### src/rtl/pong_pkg.sv
// Shared types and constants for the Pong match sequencer.
package pong_pkg;

  // Encoded values are visible on o_state, so they are pinned explicitly.
  typedef enum logic [2:0] {
    StIdle   = 3'd0,
    StServe  = 3'd1,
    StPlay   = 3'd2,
    StPaused = 3'd3,
    StPoint  = 3'd4,
    StOver   = 3'd5
  } state_e;

  localparam logic [7:0] KEY_START   = 8'd103;  // 'g'
  localparam logic [7:0] KEY_RESTART = 8'd98;   // 'b'
  localparam logic [7:0] KEY_PAUSE   = 8'd112;  // 'p'

  localparam int unsigned SCORE_W = 4;

endpackage

### src/rtl/pong_key_event.sv
// Turns a level-held keyboard byte into a single-cycle event on a new press of KEY.
module pong_key_event #(
  parameter logic [7:0] KEY = 8'd0
) (
  input  logic       i_CLK,
  input  logic       i_RST_N,
  input  logic [7:0] i_key_byte,
  output logic       o_event
);

  logic [7:0] r_prev_byte;

  // Remember last cycle's byte so a held key fires only once.
  always_ff @(posedge i_CLK or negedge i_RST_N) begin
    if (!i_RST_N) begin
      r_prev_byte <= 8'd0;
    end else begin
      r_prev_byte <= i_key_byte;
    end
  end

  assign o_event = (i_key_byte == KEY) && (r_prev_byte != KEY);

endmodule

### src/rtl/pong_game_ctrl.sv
// Match sequencer: keyboard events and score pulses drive the Pong game state machine.
module pong_game_ctrl
  import pong_pkg::*;
#(
  parameter logic [7:0]  START_KEY    = KEY_START,
  parameter logic [7:0]  RESTART_KEY  = KEY_RESTART,
  parameter logic [7:0]  PAUSE_KEY    = KEY_PAUSE,
  parameter int unsigned WIN_SCORE    = 7,
  parameter int unsigned SERVE_FRAMES = 60,
  parameter int unsigned POINT_FRAMES = 90
) (
  input  logic               i_CLK,
  input  logic               i_RST_N,
  input  logic               i_frame_tick,
  input  logic [7:0]         i_key_byte,
  input  logic               i_p1_scored,
  input  logic               i_p2_scored,
  output logic               o_ball_run,
  output logic               o_ball_hold,
  output logic               o_serve_dir,
  output logic [SCORE_W-1:0] o_p1_score,
  output logic [SCORE_W-1:0] o_p2_score,
  output logic               o_game_over,
  output logic               o_winner,
  output logic [2:0]         o_state
);

  localparam int unsigned MAX_FRAMES = (SERVE_FRAMES > POINT_FRAMES) ? SERVE_FRAMES : POINT_FRAMES;
  localparam int unsigned TIMER_W    = $clog2(MAX_FRAMES + 1);

  localparam logic [TIMER_W-1:0] SERVE_LOAD = TIMER_W'(SERVE_FRAMES);
  localparam logic [TIMER_W-1:0] POINT_LOAD = TIMER_W'(POINT_FRAMES);
  localparam logic [TIMER_W-1:0] TIMER_ONE  = TIMER_W'(1);
  localparam logic [SCORE_W-1:0] WIN_VAL    = SCORE_W'(WIN_SCORE);
  localparam logic [SCORE_W-1:0] SCORE_ONE  = SCORE_W'(1);

  state_e             r_state;
  logic [TIMER_W-1:0] r_timer;
  logic [SCORE_W-1:0] r_p1_score;
  logic [SCORE_W-1:0] r_p2_score;
  logic               r_serve_dir;
  logic               r_winner;

  logic               w_start_ev;
  logic               w_restart_ev;
  logic               w_pause_ev;
  logic [SCORE_W-1:0] w_p1_inc;
  logic [SCORE_W-1:0] w_p2_inc;

  pong_key_event #(.KEY(START_KEY)) u_start_ev (
    .i_CLK      (i_CLK),
    .i_RST_N    (i_RST_N),
    .i_key_byte (i_key_byte),
    .o_event    (w_start_ev)
  );

  pong_key_event #(.KEY(RESTART_KEY)) u_restart_ev (
    .i_CLK      (i_CLK),
    .i_RST_N    (i_RST_N),
    .i_key_byte (i_key_byte),
    .o_event    (w_restart_ev)
  );

  pong_key_event #(.KEY(PAUSE_KEY)) u_pause_ev (
    .i_CLK      (i_CLK),
    .i_RST_N    (i_RST_N),
    .i_key_byte (i_key_byte),
    .o_event    (w_pause_ev)
  );

  assign w_p1_inc = r_p1_score + SCORE_ONE;
  assign w_p2_inc = r_p2_score + SCORE_ONE;

  // Game FSM with its frame timer and score registers; restart overrides everything.
  always_ff @(posedge i_CLK or negedge i_RST_N) begin
    if (!i_RST_N) begin
      r_state     <= StIdle;
      r_timer     <= '0;
      r_p1_score  <= '0;
      r_p2_score  <= '0;
      r_serve_dir <= 1'b0;
      r_winner    <= 1'b0;
    end else if (w_restart_ev) begin
      r_state     <= StIdle;
      r_timer     <= '0;
      r_p1_score  <= '0;
      r_p2_score  <= '0;
      r_serve_dir <= 1'b0;
      r_winner    <= 1'b0;
    end else begin
      case (r_state)
        StIdle: begin
          if (w_start_ev) begin
            r_state    <= StServe;
            r_timer    <= SERVE_LOAD;
            r_p1_score <= '0;
            r_p2_score <= '0;
          end
        end
        StServe: begin
          if (i_frame_tick) begin
            if (r_timer == TIMER_ONE) begin
              r_state <= StPlay;
              r_timer <= '0;
            end else begin
              r_timer <= r_timer - TIMER_ONE;
            end
          end
        end
        StPlay: begin
          // p1 wins a simultaneous score; any score drops a same-cycle pause.
          if (i_p1_scored) begin
            r_p1_score  <= w_p1_inc;
            r_serve_dir <= 1'b0;
            if (w_p1_inc == WIN_VAL) begin
              r_state  <= StOver;
              r_winner <= 1'b0;
            end else begin
              r_state <= StPoint;
              r_timer <= POINT_LOAD;
            end
          end else if (i_p2_scored) begin
            r_p2_score  <= w_p2_inc;
            r_serve_dir <= 1'b1;
            if (w_p2_inc == WIN_VAL) begin
              r_state  <= StOver;
              r_winner <= 1'b1;
            end else begin
              r_state <= StPoint;
              r_timer <= POINT_LOAD;
            end
          end else if (w_pause_ev) begin
            r_state <= StPaused;
          end
        end
        StPaused: begin
          if (w_pause_ev) begin
            r_state <= StPlay;
          end
        end
        StPoint: begin
          if (i_frame_tick) begin
            if (r_timer == TIMER_ONE) begin
              r_state <= StServe;
              r_timer <= SERVE_LOAD;
            end else begin
              r_timer <= r_timer - TIMER_ONE;
            end
          end
        end
        StOver: begin
          if (w_start_ev) begin
            r_state    <= StServe;
            r_timer    <= SERVE_LOAD;
            r_p1_score <= '0;
            r_p2_score <= '0;
            r_winner   <= 1'b0;
          end
        end
        default: begin
          r_state <= StIdle;
        end
      endcase
    end
  end

  // Ball control is decoded from the state register only, never from inputs.
  assign o_ball_run  = (r_state == StPlay);
  assign o_ball_hold = (r_state == StIdle) || (r_state == StServe) ||
                       (r_state == StPoint) || (r_state == StOver);
  assign o_game_over = (r_state == StOver);
  assign o_serve_dir = r_serve_dir;
  assign o_p1_score  = r_p1_score;
  assign o_p2_score  = r_p2_score;
  assign o_winner    = r_winner;
  assign o_state     = r_state;

endmodule

### config.mk
export PLATFORM = sky130hd
export DESIGN_NAME = pong_game_ctrl
export DESIGN_NICKNAME = d
export VERILOG_FILES = /design/src/rtl/pong_pkg.sv /design/src/rtl/pong_key_event.sv /design/src/rtl/pong_game_ctrl.sv
export SDC_FILE = /design/constraint.sdc
export NUM_CORES = 1
export LEC_CHECK = 0
export BUFFER_PORTS_ARGS = -buffer_cell sky130_fd_sc_hd__buf_2
export CAP_MARGIN = 20
export CELL_PAD_IN_SITES_DETAIL_PLACEMENT = 0
export CELL_PAD_IN_SITES_GLOBAL_PLACEMENT = 1
export CORE_ASPECT_RATIO = 0.7
export CORE_MARGIN = 2
export CORE_UTILIZATION = 45
export CTS_BUF_LIST = sky130_fd_sc_hd__clkbuf_2 sky130_fd_sc_hd__clkbuf_4 sky130_fd_sc_hd__clkbuf_8
export CTS_CLUSTER_SIZE = 30
export DETAILED_ROUTE_END_ITERATION = 6
export PLACE_DENSITY_LB_ADDON = 0.1
export SLEW_MARGIN = 20
export SYNTH_ARGS = -nofsm -noshare
export SYNTH_HDL_FRONTEND = slang
export SYNTH_SLANG_ARGS = --single-unit
### constraint.sdc
create_clock -name i_CLK -period 2.7 [get_ports i_CLK]
set_clock_uncertainty 0.1 [all_clocks]
set_input_delay 0.405 -clock i_CLK [delete_from_list [all_inputs] [get_ports i_CLK]]
set_output_delay 0.405 -clock i_CLK [all_outputs]
set_load 0.02 [all_outputs]
==> results.yml <==
run_status:
  status: "finished clean"
cts:
  cts_tree: "yes"
  cts_hold_buf: 0
  cts-buffers-inserted: 3
  insertion_delay_ns: 0.28
  clkSinkCount: 28
  cts_setup_buffers: 0
  cts_resized: 0
  clkTransAtPathRegs_ns: 0.10
  cts-root-buf: "clkbuf_8"
  max-clock-path-buffers: 2
  htreeDepth: 1
worst_setup_path:
  end_kind: "register"
  startpoint_type: "register"
  crit_type: "register to register"
  crit_required_ns: 2.78
  crit_fanout: 15
  critPathBufInv: 0
  slowest_stage: "dfrtp_1"
  path_delay_family: "compound AO/OA/AOI/OAI gates"
  crit_chain: "xor2_1 > a2111oi_2 > or3_1 > a31oi_1 > a211oi_1"
  cp_data_arrival_time_ns: 2.33
  max_stage_delay_ns: 0.64
timing:
  min_period_over_period_pct: 83.3
  fmax_mhz: 445
  tightestPinTransition_ns: 0.630
  slew_headroom_pct: 58.0
  hold_viol_final: 0
  setup_viol_count_final: 0
  drv_slew: 0
  setup_ws_ns: 0.451
  final_period_minus_worst_setup_slack_ns: 2.25
  rsz0062_at_grt: "no"
  tns_ns: 0
logic_synthesis:
  synth.area.top_cells: "dfrtp_1, ha_1, a21oi_1, a211oi_1, o21ai_0"
  synth_edf_count: 0
  synthCells: 191
  synth_top_flop_cell: "dfrtp_1"
  synth_warnings: 0
  yosysTopAreaCell: "dfrtp_1"
  ys_types: 63
  synth-async-reset-ratio_pct: 100
  synth-seq-cells: 28
  syn_nets: 210
  synth_top_area_share_pct: 38.2
  syn_avg_cell_area_um2: 9.60
  synth_area_um2: 1830
  seq_area_frac_synth_pct: 38.2
die:
  die_w_um: 80.3
  dieArea_um2: 4610
  fp.coreArea_um2: 3920
  rows: 19
  initial_utilization_pct: 46.8
  io_pins: 29
  die_y_um: 57.4
drt:
  drt_iter0_markers: 148
  antenna_left: 0
  drc_errors: 0
  wire_per_inst_um: 16.9
  via_per_inst: 6.11
  wirelength_um: 4580
  vias: 1656
  dr.pass1.iters: 4
global_routing:
  grt_pass1_vias: 1558
  antenna_found_initial: 0
  grt_max_degree: 29
  grt_overflow: 0
  grt_pass1_wl_um: 7730
  grt_usage_pct: 22.1
placement:
  place_hpwl_um: 3480
  dpl-instance-area_um2: 2030
  dpl_worst_slack_ns: 0.487
  io_buffers: 28
  finalWeightedCongestion: 0.886
final_layout:
  syn2layout_area_growth_pct: 14.5
  drive_above_1_share_pct: 21.0
  layout_common_cells: "buf_2, dfrtp_1, a21oi_1"
  final_util_pct: 53.5
  design_area_um2: 2100
  antenna_cells: 0
  fillers: 371
  multi_input_area_um2: 1060
  seqCellArea_um2: 701
  nets: 239
power:
  power_mw: 1.49
  powerDensity_nw_per_um2: 708
  ir_worst_vdd_mv: 0.313
  cellLeakagePower_nw: 0.913
min_path:
  hold_class: "input port to async pin"
run:
  maxCapViolations: 0
==> flip-flops by register name, indices dropped and copies added, names as in the netlist <==
| name | cells |
|---|---|
| o_state | 3 |
| o_p2_score | 4 |
| o_winner | 1 |
| u_pause_ev.r_prev_byte | 8 |
| r_timer | 7 |
| o_p1_score | 4 |
| o_serve_dir | 1 |
==> worst register-to-register path, stage by stage, from the launching register on <==
cell and delay [ns]:
dfrtp_1 0.64, xor2_1 0.24, a2111oi_2 0.54, or3_1 0.26, a31oi_1 0.11, a211oi_1 0.27
==> through the flow <==
| stage | hold slack (ns) | cells |
|---|---|---|
| after floorplan | 0.00941 | 191 |
| after global placement | 0.359 | 267 |
| after detailed placement | 0.361 | 267 |
| after CTS | 0.0520 | 271 |
| after global routing | 0.0637 | 271 |
| final | 0.0288 | 271 |
==> where the power goes <==
part	switching (mW)	internal, mW
Clock	0.138	0.199
Sequential	0.116	0.494
Combinational	0.310	0.229
==> area by class of cell <==
class	count	area share, %
tap	52	3.10
clock buffer	3	1.97
timing repair buffer	32	8.10
sequential	28	33.4
clock inverter	1	1.43
multi-input combinational	147	50.6
inverter	8	1.43
==> cells in the mapped netlist, types with 4 or more instances <==
cell type  count
a211oi_1       8
a21oi_1       14
clkbuf_1       4
dfrtp_1       28
ha_1           6
inv_1          8
mux2i_1        4
nand2_1       10
nand3_1        5
nor2_1        10
o21ai_0       10
==> cell families (layout without fill, tap and decap cells) <==
| logic type | Yosys count | count (layout) | share of synthesized area, % |
|---|---|---|---|
| and+or+nand+nor | 66 | 66 | 23.7 |
| DFF | 28 | 28 | 38.2 |
| muxes | 4 | 4 | 2.18 |
| adders and majority gates | 6 | 6 | 4.09 |
| AOI/OAI and AO/OA | 67 | 67 | 26.0 |
| xor gates and xnor gates | 4 | 4 | 1.91 |
| buffers and inverters | 16 | 44 | 3.89 |
==> final timing paths <==
path | start | to | slack [ns] | depth (start not counted)
worst min-delay path | i_RST_N | u_pause_ev.r_prev_byte[0] | 0.03 | 1
worst max register to register | o_state[2] | r_timer[2] | 0.45 | 5
worst max-delay path | o_state[2] | r_timer[2] | 0.45 | 5
worst min register to register | r_timer[1] | r_timer[1] | 0.46 | 2
max in group asynchronous | i_RST_N | o_state[0] | 2.06 | 1
min in group i_CLK | i_key_byte[7] | u_pause_ev.r_prev_byte[7] | 0.14 | 1
==> layer usage <==
layer  part of all wire (%)  global-route usage [%]  vias up
met3                    8.9                    4.27        4
met5                      0                       0        -
met4                   0.98                    5.57        0
met2                     43                    32.1       74
li1                       -                       -      802
met1                     48                    33.8      776
Note: power is estimated with default switching activity, not from simulation.
